`config.mk`:
```
export PLATFORM = sky130hd
export DESIGN_NAME = v68k_alu_flat
export DESIGN_NICKNAME = d
export VERILOG_FILES = /design/src/rtl/v68k_alu_if.sv /design/src/rtl/v68k_alu.sv /design/src/flat_wrapper.sv
export SDC_FILE = /design/constraint.sdc
export NUM_CORES = 1
export LEC_CHECK = 0
export CORE_MARGIN = 5
export CORE_UTILIZATION = 45
export DETAILED_ROUTE_END_ITERATION = 10
export DONT_BUFFER_PORTS = 1
export GPL_TIMING_DRIVEN = 0
export HOLD_SLACK_MARGIN = 0.05
export SYNTH_ARGS = -nofsm -noshare
export SYNTH_HDL_FRONTEND = slang
export SYNTH_SLANG_ARGS = --single-unit
```
`constraint.sdc`:
```
create_clock -name clk -period 2.4 [get_ports clk]
set_clock_uncertainty 0.2 [all_clocks]
set_input_delay 0.24 -clock clk [delete_from_list [all_inputs] [get_ports clk]]
set_output_delay 0.24 -clock clk [all_outputs]
set_load 0.05 [all_outputs]
```
`src/rtl/v68k_alu_if.sv`:
```
// v68k_alu_if -- issue/result bundle between the v68k datapath and its ALU.
//   bits : operand/result width
//   en   : issue strobe           a, b : operands (A = destination, B = source)
//   op   : operation select       x    : extend bit (ADDX/SUBX only)
//   o    : registered result      c/z/v/n : registered 68000-style flags
//   xf   : registered extend flag (present only when ALU_XFLAG_EN is defined)
// master = issuing side (datapath / testbench), slave = the ALU.
`timescale 1ns/1ps
interface v68k_alu_if #(parameter int bits = 16);
   logic            en;
   logic [bits-1:0] a;
   logic [bits-1:0] b;
   logic [2:0]      op;
   logic            x;
   logic [bits-1:0] o;
   logic            c;
   logic            z;
   logic            v;
   logic            n;
`ifdef ALU_XFLAG_EN
   logic            xf;

   modport master (output en, a, b, op, x, input o, c, z, v, n, xf);
   modport slave  (input en, a, b, op, x, output o, c, z, v, n, xf);
`else
   modport master (output en, a, b, op, x, input o, c, z, v, n);
   modport slave  (input en, a, b, op, x, output o, c, z, v, n);
`endif
endinterface

```
`src/rtl/v68k_alu.sv`:
```
// v68k_alu -- two-operand integer ALU with 68000-style C/Z/V/N flags.
// Operands are evaluated combinationally; result and flags are registered
// on a rising clk edge with bus.en=1 (fixed one-cycle latency, no stalls).
// Ports:
//   clk   : system clock
//   rst_n : asynchronous active-low reset (o=0, c=0, z=1, v=0, n=0)
//   bus   : v68k_alu_if.slave (en, a, b, op, x in; o, c, z, v, n [, xf] out)
// Optional build macro ALU_XFLAG_EN: adds the registered extend flag xf,
// which follows c for the arithmetic ops (ADD/ADDX/SUB/SUBX/NEG) and holds
// across the logic ops.
`timescale 1ns/1ps
module v68k_alu #(
   parameter int bits = 16
) (
   input  logic       clk,
   input  logic       rst_n,
   v68k_alu_if.slave  bus
);

   typedef enum logic [2:0] {
      OP_ADD  = 3'd0,
      OP_ADDX = 3'd1,
      OP_SUB  = 3'd2,
      OP_SUBX = 3'd3,
      OP_AND  = 3'd4,
      OP_OR   = 3'd5,
      OP_EOR  = 3'd6,
      OP_NEG  = 3'd7
   } op_e;

   localparam int MSB = bits - 1;
   localparam logic [bits-1:0] MOST_NEG = {1'b1, {(bits-1){1'b0}}};

   op_e             op_s;
   logic            xin_s;
   logic [bits:0]   sum_s;
   logic [bits:0]   dif_s;
   logic [bits-1:0] neg_s;

   logic [bits-1:0] o_q, o_d;
   logic            c_q, c_d;
   logic            z_q, z_d;
   logic            v_q, v_d;
   logic            n_q;

   assign op_s = op_e'(bus.op);

   always_comb begin
      xin_s = 1'b0;
      if (op_s == OP_ADDX || op_s == OP_SUBX) begin
         xin_s = bus.x;
      end
      // One extra bit on top: it is the carry for the sum and the borrow
      // for the difference (the difference goes negative exactly when b+x > a).
      sum_s = {1'b0, bus.a} + {1'b0, bus.b} + {{bits{1'b0}}, xin_s};
      dif_s = {1'b0, bus.a} - {1'b0, bus.b} - {{bits{1'b0}}, xin_s};
      neg_s = {bits{1'b0}} - bus.a;
   end

   always_comb begin
      o_d = {bits{1'b0}};
      c_d = 1'b0;
      v_d = 1'b0;
      case (op_s)
         OP_ADD, OP_ADDX: begin
            o_d = sum_s[bits-1:0];
            c_d = sum_s[bits];
            v_d = (bus.a[MSB] == bus.b[MSB]) && (sum_s[MSB] != bus.a[MSB]);
         end
         OP_SUB, OP_SUBX: begin
            o_d = dif_s[bits-1:0];
            c_d = dif_s[bits];
            v_d = (bus.a[MSB] != bus.b[MSB]) && (dif_s[MSB] != bus.a[MSB]);
         end
         OP_AND: o_d = bus.a & bus.b;
         OP_OR:  o_d = bus.a | bus.b;
         OP_EOR: o_d = bus.a ^ bus.b;
         OP_NEG: begin
            o_d = neg_s;
            c_d = (bus.a != {bits{1'b0}});
            v_d = (bus.a == MOST_NEG);
         end
         default: begin
            o_d = {bits{1'b0}};
         end
      endcase
      // Extended ops can only clear Z so a multi-word chain reports zero
      // only if every word was zero.
      if (op_s == OP_ADDX || op_s == OP_SUBX) begin
         z_d = z_q && (o_d == {bits{1'b0}});
      end else begin
         z_d = (o_d == {bits{1'b0}});
      end
   end

   always_ff @(posedge clk or negedge rst_n) begin
      if (!rst_n) begin
         o_q <= {bits{1'b0}};
         c_q <= 1'b0;
         z_q <= 1'b1;
         v_q <= 1'b0;
         n_q <= 1'b0;
      end else if (bus.en) begin
         o_q <= o_d;
         c_q <= c_d;
         z_q <= z_d;
         v_q <= v_d;
         n_q <= o_d[MSB];
      end
   end

   assign bus.o = o_q;
   assign bus.c = c_q;
   assign bus.z = z_q;
   assign bus.v = v_q;
   assign bus.n = n_q;

`ifdef ALU_XFLAG_EN
   logic xf_q;

   always_ff @(posedge clk or negedge rst_n) begin
      if (!rst_n) begin
         xf_q <= 1'b0;
      end else if (bus.en) begin
         if (op_s != OP_AND && op_s != OP_OR && op_s != OP_EOR) begin
            xf_q <= c_d;
         end
      end
   end

   assign bus.xf = xf_q;
`endif

endmodule

```
`src/flat_wrapper.sv`:
```
// flat-port wrapper written by rule: the top's interface ports become plain ports
module v68k_alu_flat 
#(
   parameter int bits = 16
)
  (clk, rst_n, bus_en, bus_a, bus_b, bus_op, bus_x, bus_o, bus_c, bus_z, bus_v, bus_n);
  v68k_alu_if #(.bits(bits)) bus_i ();
  input  logic clk;
  input  logic rst_n;
  input wire logic [$bits(bus_i.en)-1:0] bus_en;
  input wire logic [$bits(bus_i.a)-1:0] bus_a;
  input wire logic [$bits(bus_i.b)-1:0] bus_b;
  input wire logic [$bits(bus_i.op)-1:0] bus_op;
  input wire logic [$bits(bus_i.x)-1:0] bus_x;
  output wire logic [$bits(bus_i.o)-1:0] bus_o;
  output wire logic [$bits(bus_i.c)-1:0] bus_c;
  output wire logic [$bits(bus_i.z)-1:0] bus_z;
  output wire logic [$bits(bus_i.v)-1:0] bus_v;
  output wire logic [$bits(bus_i.n)-1:0] bus_n;
  assign bus_i.en = bus_en;
  assign bus_i.a = bus_a;
  assign bus_i.b = bus_b;
  assign bus_i.op = bus_op;
  assign bus_i.x = bus_x;
  assign bus_o = bus_i.o;
  assign bus_c = bus_i.c;
  assign bus_z = bus_i.z;
  assign bus_v = bus_i.v;
  assign bus_n = bus_i.n;
  v68k_alu #(.bits(bits)) u_core (.clk(clk), .rst_n(rst_n), .bus(bus_i));
endmodule
```
# Word-level counts from Yosys, hierarchy flattened
# Index checks and enable logic that the tools add are counted.
# totals
input_bits	39
register_bits	20
word_cells	39
output_inout_bits	20
# classes
n_mux	5
n_reduce_logical	9
n_eq_ne	12
add_sub_neg	5
n_bitwise	3
# ops
op	n
case mux 16 bit (6 select lines)	1
adder 16 x 16 -> 17 bit	1
adder 17 x 1 -> 17 bit	1
subtractor 16 x 16 -> 17 bit	1
subtractor 17 x 1 -> 17 bit	1
AND 16 bit	1
== test 16 bit, second input constant	1
logical NOT 16 bit	1
bitwise OR 16 bit	1
nonzero test 16 bit	1
subtractor 1 x 16 -> 16 bit, first input constant	1
bitwise XOR 16 bit	1
== test 3 bit, second input constant	4
== test 3 x 2 -> 1 bit, second input constant	2
case mux 1 bit (3 select lines)	2
OR reduction 2 bit	2
== test 3 x 1 -> 1 bit, second input constant	1
logical AND 1 bit	3
logical NOT 3 bit	1
inequality test 1 bit	3
2-to-1 mux 1 bit	2
== test 1 bit	1
logical OR 1 bit	1

# Depth between registers and ports, before layout
# depth
word_depth	8
depth_mapped	17
ltp_nobuf	16

# Worst setup path after synthesis
# OpenSTA, ideal clock, no wires.
# synth_timing
kind	input to register
from	input port bus_op[0]
to	register u_core.z_q (netlist: u_core.bus.z)
setup_ns	0.086
t_arrival_ns	3.902
required_ns	2.114
n_path_buf	1
setup_slack_ns	-1.788
cell_stages	17
path_cell_list	clkbuf_1 -> nand2b_1 -> or2_2 -> fa_1 -> inv_1 -> ha_1 -> or2_2 -> fa_1 -> o211a_1 -> or2_1 -> a211o_1 -> a31oi_1 -> xor2_1 -> nand2_1 -> a21oi_1 -> nand4b_1 -> o31ai_2
# synth_between
elab_chain_len	8
word_cells_on_any_way	18
cone_classes	add/sub (2); eq/ne (7); mux (3); reduce/logical (6)
# synth_rtl
item	line_no	text
from (decl)	flat_wrapper.sv:13	input wire logic [$bits(bus_i.op)-1:0] bus_op;
== test 3 x 1 -> 1 bit or == test 3 x 2 -> 1 bit (tied branches)	v68k_alu.sv:50, v68k_alu.sv:64, v68k_alu.sv:89	
logical OR 1 bit	v68k_alu.sv:50, v68k_alu.sv:89	
2-to-1 mux 1 bit	v68k_alu.sv:50	if (op_s == OP_ADDX || op_s == OP_SUBX) begin
subtractor 17 x 1 -> 17 bit or adder 17 x 1 -> 17 bit (tied branches)	v68k_alu.sv:56, v68k_alu.sv:55	
case mux 16 bit (6 select lines)	v68k_alu.sv:64	case (op_s)
logical NOT 16 bit	v68k_alu.sv:90, v68k_alu.sv:92	
logical AND 1 bit	v68k_alu.sv:90	z_d = z_q && (o_d == {bits{1'b0}});
2-to-1 mux 1 bit (*)	v68k_alu.sv:89	if (op_s == OP_ADDX || op_s == OP_SUBX) begin
to (signal assigned)	v68k_alu.sv:106	z_q <= z_d;
to (decl)	v68k_alu.sv:42	logic z_q, z_d;
# Every way passes the cells marked *; elsewhere a longest branch is shown, timed or not.
# A chain may end at the register's enable or synchronous reset.

# Worst setup path after layout
# layout_timing
from	input port bus_op[2]
to	register u_core.o_q[14] (netlist: u_core.bus.o[14])
# layout_between
elab_chain_len	5
word_cells_on_any_way	15
cone_classes	add/sub (2); eq/ne (7); mux (2); reduce/logical (4)
# layout_rtl
item	line_no	text
== test 3 x 1 -> 1 bit or == test 3 x 2 -> 1 bit (tied branches)	v68k_alu.sv:50, v68k_alu.sv:64	
logical OR 1 bit	v68k_alu.sv:50	
2-to-1 mux 1 bit	v68k_alu.sv:50	
subtractor 17 x 1 -> 17 bit or adder 17 x 1 -> 17 bit (tied branches)	v68k_alu.sv:56, v68k_alu.sv:55	
case mux 16 bit (6 select lines) (*)	v68k_alu.sv:64	
to (signal assigned)	v68k_alu.sv:98	o_q <= {bits{1'b0}};
to (decl)	v68k_alu.sv:40	logic [bits-1:0] o_q, o_d;
# Marks and branches as above.

==> flow_summary.html <==
<table>
<tr><th>Metric</th><th>Value</th></tr>
<tr><th colspan="2">Hold path</th></tr>
<tr><td>Classification of the worst-slack hold path</td><td>in -&gt; reg</td></tr>
<tr><td>Hold Crit Start</td><td>bus_a[15]</td></tr>
<tr><td>Cells on Worst Hold Path</td><td>4</td></tr>
<tr><td>Hold Crit Endpoint</td><td>u_core.bus.c</td></tr>
<tr><th colspan="2">Finish</th></tr>
<tr><td>Cell Count, Final, Fillers Out</td><td>between 600 and 700</td></tr>
<tr><td>Area growth, synth to finish</td><td>15.9%</td></tr>
<tr><td>Layout cells sized above 1</td><td>17.0%</td></tr>
<tr><td>Antenna diode count</td><td>0</td></tr>
<tr><td>Layout Utilization</td><td>52.5%</td></tr>
<tr><td>Fin nets</td><td>636</td></tr>
<tr><td>Final-layout fill cell count</td><td>838</td></tr>
<tr><th colspan="2">Critical path</th></tr>
<tr><td>R2R setup slack</td><td>0.12 ns</td></tr>
<tr><td>Endpoint of the most critical register-to-register path</td><td>u_core.bus.z</td></tr>
<tr><td>CP Data Arrival Time</td><td>3.80 ns</td></tr>
<tr><td>CP Launch Type</td><td>primary input</td></tr>
<tr><td>Setup crit end kind</td><td>flip-flop</td></tr>
<tr><td>Critical-path cell with the highest stage delay</td><td>fa_1</td></tr>
<tr><td>Cell depth of the worst flop-to-flop path</td><td>7</td></tr>
<tr><td>Critical Setup Path Class</td><td>in -&gt; reg</td></tr>
<tr><td>Worst-path maximum fanout</td><td>3</td></tr>
<tr><td>Crit-path max cell delay</td><td>0.58 ns</td></tr>
<tr><td>Chain of cells forming the critical path</td><td>clkbuf_16, nand2b_4, or2_4, fa_1, inv_1, ha_2, or2_4, fa_2, o211a_1, or2_1, a211o_1, nand2_2, o21ai_2, a31oi_1, a32oi_2, mux2_4</td></tr>
<tr><td>Reg-to-Reg Start</td><td>u_core.bus.z</td></tr>
<tr><td>CP dominant cell by count</td><td>or2_4</td></tr>
<tr><td>Worst path required time</td><td>between 2 and 2.5 ns</td></tr>
<tr><th colspan="2">Floorplan</th></tr>
<tr><td># IOs</td><td>between 50 and 60</td></tr>
<tr><td>Chip Height</td><td>103 um</td></tr>
<tr><td>Die outline area</td><td>10600 sq um</td></tr>
<tr><td>Effective utilization at floorplan</td><td>roughly 45%</td></tr>
<tr><td>Width of the die</td><td>around 100 um</td></tr>
<tr><td>Core footprint</td><td>8590 sq um</td></tr>
<tr><td>Number of cell rows</td><td>34</td></tr>
<tr><th colspan="2">Clock network</th></tr>
<tr><td>CTS tree</td><td>built</td></tr>
<tr><td>Total number of clock tree sinks</td><td>19</td></tr>
<tr><td>Clock tree root driver cell</td><td>clkbuf_8</td></tr>
<tr><td>Number of buffers added by the clock tree synthesis step</td><td>3</td></tr>
<tr><td>H-tree Lvls</td><td>1</td></tr>
<tr><td>Clock latency at the later pin of the worst-skew pair</td><td>0.25 ns</td></tr>
<tr><td>Number of buffers on the longest clock path</td><td>2</td></tr>
<tr><td>Clock transition time at the flip-flop clock pins of the worst setup and hold paths</td><td>0.06 ns</td></tr>
<tr><th colspan="2">Power</th></tr>
<tr><td>Internal power</td><td>1.01 mW</td></tr>
<tr><td>Switch share</td><td>49.6%</td></tr>
<tr><td>Leak Pwr</td><td>2.04 nW</td></tr>
<tr><td>Power Dens Cells</td><td>442 nW/um^2</td></tr>
<tr><td>Part of the power in registers</td><td>32.4%</td></tr>
<tr><td>Fraction of power consumed by combinational cells</td><td>roughly 57%</td></tr>
<tr><td>Clock network fraction of total power</td><td>10.6%</td></tr>
<tr><td>Maximum vdd drop</td><td>0.000209 V</td></tr>
<tr><td>Switching power of the nets</td><td>989 uW</td></tr>
<tr><th colspan="2">GRT</th></tr>
<tr><td>Pin count of the biggest net entering global routing</td><td>20</td></tr>
<tr><td>Number of global-route vias before repair</td><td>3606</td></tr>
<tr><td>Global routing usage summed across all routing layers</td><td>22.3%</td></tr>
<tr><td>Global-route wire length before repair</td><td>roughly 19000 um</td></tr>
<tr><td>Overflow left after global routing</td><td>0</td></tr>
<tr><td>Number of antenna violations at the first check in global routing</td><td>0</td></tr>
<tr><th colspan="2">Logic synthesis</th></tr>
<tr><td>Count of different cell masters after synthesis</td><td>63</td></tr>
<tr><td>Sequential element share of the synthesized area</td><td>12.2%</td></tr>
<tr><td>Yosys warnings</td><td>0</td></tr>
<tr><td>Gate count of the mapped netlist</td><td>506</td></tr>
<tr><td>Syn_area_per_cell</td><td>between 7 and 8 sq um</td></tr>
<tr><td>Fraction of registers with async set or reset after synthesis</td><td>between 90% and 100%</td></tr>
<tr><td>Count of flip-flops with a built-in enable after synthesis</td><td>0</td></tr>
<tr><td>Syn nets</td><td>612</td></tr>
<tr><td>Flop and latch count out of synthesis</td><td>19</td></tr>
<tr><td>Top_reg_cell synth</td><td>dfrtp_1</td></tr>
<tr><td>Netlist Area Pre-Place</td><td>3890 sq um</td></tr>
<tr><th colspan="2">Detailed routing</th></tr>
<tr><td>Aggregate routed wire length</td><td>11700 um</td></tr>
<tr><td>Routed length per instance</td><td>about 18 um</td></tr>
<tr><td>Number of iterations in the first detailed-routing pass</td><td>4</td></tr>
<tr><td>Residual DRC</td><td>0</td></tr>
<tr><td>Via count</td><td>3737</td></tr>
<tr><td>DR iter-0 viols</td><td>305</td></tr>
<tr><td>Post-detailed-route via-to-cell ratio</td><td>approximately 6</td></tr>
<tr><td>Count of antenna-violating nets left after detailed routing</td><td>0</td></tr>
<tr><th colspan="2">Timing</th></tr>
<tr><td>Smallest setup slack after layout</td><td>-1.47 ns</td></tr>
<tr><td>Unrepaired setup endpoints after global routing</td><td>true</td></tr>
<tr><td>Top achievable clock speed</td><td>approximately 260 MHz</td></tr>
<tr><td>Portion of the clock cycle consumed by the worst path in the final layout</td><td>161%</td></tr>
<tr><td>Final-layout setup total negative slack</td><td>-18.07 ns</td></tr>
<tr><td>Final hold slack</td><td>0.160 ns</td></tr>
<tr><td>Worst Tran Pin Value</td><td>0.837 ns</td></tr>
<tr><td>Post-layout min period</td><td>3.87 ns</td></tr>
<tr><td>Final hold violation count</td><td>0</td></tr>
<tr><td>Headroom to the max-slew limit</td><td>between 40% and 50%</td></tr>
<tr><td>Number of setup violations in the final report</td><td>19</td></tr>
<tr><td>Max-slew violations</td><td>0</td></tr>
<tr><th colspan="2">Placement</th></tr>
<tr><td>DP Wirelength</td><td>slightly above 9000 um</td></tr>
<tr><td>Number of I/O port buffers</td><td>0</td></tr>
<tr><td>Number of placed cells counting well taps</td><td>just over 600</td></tr>
<tr><td>Post-place setup slack</td><td>-1.97 ns</td></tr>
<tr><td>Gp weighted congestion</td><td>0.926</td></tr>
<tr><th colspan="2">Status</th></tr>
<tr><td>Violated checks</td><td>negative setup slack</td></tr>
<tr><td>Outcome</td><td>finished, violations left</td></tr>
<tr><th colspan="2">Flow run</th></tr>
<tr><td>Number of max-capacitance violations reported</td><td>0</td></tr>
</table>
## state kept, by name, summed over array words and instances (netlist names)
| name | flops |
|---|---|
| u_core.bus.z | 1 |
| u_core.bus.c | 1 |
| u_core.bus.o | 15 |
| u_core.bus.n | 1 |
| u_core.bus.v | 1 |
## cells by family after synthesis
| logic type | Yosys count | share of synthesized area [%] |
|---|---|---|
| and+or+nand+nor | 145 | 19.7 |
| AOI/OAI and AO/OA | 135 | 22.6 |
| buffers and inverters | 82 | 8.06 |
| adders and majority gates | 67 | 22.3 |
| xor gates and xnor gates | 33 | 7.42 |
| muxes | 25 | 7.77 |
| DFF | 19 | 12.2 |
## per-layer routing
metal  track usage [%]  up-vias  wire [um]
li1                  -     1841          -
met1              31.5     1759       5470
met2              36.0      120       5230
met3              3.25       17        863
met4              4.28        0        158
met5                 0        -          0
## through the flow
step / power, mW / area [sq um]
finish: 2.00 / 4510
global route: 2.14 / 4510
CTS: 1.94 / 4420
detailed placement: 1.60 / 4100
global placement: 1.59 / 4100
floorplan: 1.39 / 3960
## cell usage after synthesis (4+ instances only)
cell type | n | area (sq um)
mux2_2 | 12 | 135
dfrtp_1 | 18 | 450
a21oi_1 | 37 | 185
clkbuf_1 | 17 | 63.8
a21o_1 | 11 | 82.6
inv_1 | 59 | 221
ha_1 | 63 | 788
a221oi_1 | 4 | 35.0
a211oi_1 | 4 | 30.0
fa_1 | 4 | 80.1
o221ai_1 | 8 | 70.1
o21ai_0 | 19 | 95.1
o21a_1 | 6 | 45.0
a31oi_1 | 8 | 50.1
nand2_1 | 26 | 97.6
and2_1 | 5 | 31.3
or3_1 | 6 | 37.5
xor2_1 | 11 | 96.3
xnor2_1 | 22 | 193
or2_2 | 5 | 31.3
nor2_1 | 31 | 116
nand3_1 | 20 | 100
nor2b_1 | 7 | 43.8
o21ai_1 | 10 | 50.1
mux2i_1 | 10 | 100
and3_1 | 6 | 37.5
nand2b_1 | 7 | 43.8
nor3_1 | 15 | 75.1
## power by group through the flow
stage	clock, mW	combinational (mW)	sequential (mW)
2_1_floorplan	0	0.755	0.639
3_3_place_gp	0	0.936	0.653
3_5_place_dp	0	0.944	0.655
4_1_cts	0.213	1.07	0.650
5_1_grt	0.227	1.25	0.659
6_report	0.211	1.14	0.648
## worst max path at each step
stage          startpoint          endpoint  slack (ns)  cells past startpoint
2_1_floorplan   bus_op[2]      u_core.bus.z       -1.53                     17
3_3_place_gp    bus_op[0]      u_core.bus.z       -1.94                     17
3_5_place_dp    bus_op[0]      u_core.bus.z       -1.97                     16
4_1_cts         bus_op[2]      u_core.bus.z       -1.51                     17
5_1_grt         bus_op[2]      u_core.bus.z       -1.64                     17
6_report        bus_op[2]  u_core.bus.o[14]       -1.47                     16
## cell usage in the layout, fill, tap and decap left out, drive strengths merged, types with 3 or more instances in the layout
cell	instances
nand2	26
nand3	20
and3	6
buf	21
nand2b	7
clkbuf	21
mux2i	10
nand3b	3
a31oi	8
a21o	11
or2	6
o21ai	29
inv	61
nor3	15
nand4	3
nor2b	7
a221oi	4
a311oi	3
o21a	6
or3	6
and2	5
a211oi	4
xnor2	22
fa	4
ha	63
mux2	12
nor2	31
dfrtp	18
xor2	11
mux4	3
nor4	3
a22oi	3
o31ai	3
o221ai	8
a21oi	37
## critical path: cells and delay by family
| family | cells | cell delay (ns) |
|---|---|---|
| fa+ha+maj | 3 | 1.12 |
| compound gates | 5 | 1.04 |
| simple gates | 5 | 0.92 |
| mux | 1 | 0.31 |
| buf+inv | 2 | 0.18 |
## cell type report
class	instances	area, sq um	area share, %
Timing Repair Buffer	19	163	3.60
Multi-Input combinational cell	405	3350	74.2
Inverter	61	229	5.07
Buffer	21	116	2.58
Clock buffer	4	45.0	0.998
Sequential cell	19	477	10.6
Tap cell	108	135	2.99
## repair_timing
item | 4_1_cts | 5_1_grt
gates cloned | 0 | 0
pin swaps | 29 | 26
resized for setup | 34 | 20
hold endpoints to repair | 20 | 0
setup endpoints to repair | 19 | 19
buffers inserted | 15 | 3
hold buffers | 2 | 0
Power figures use the tool's default switching activity.
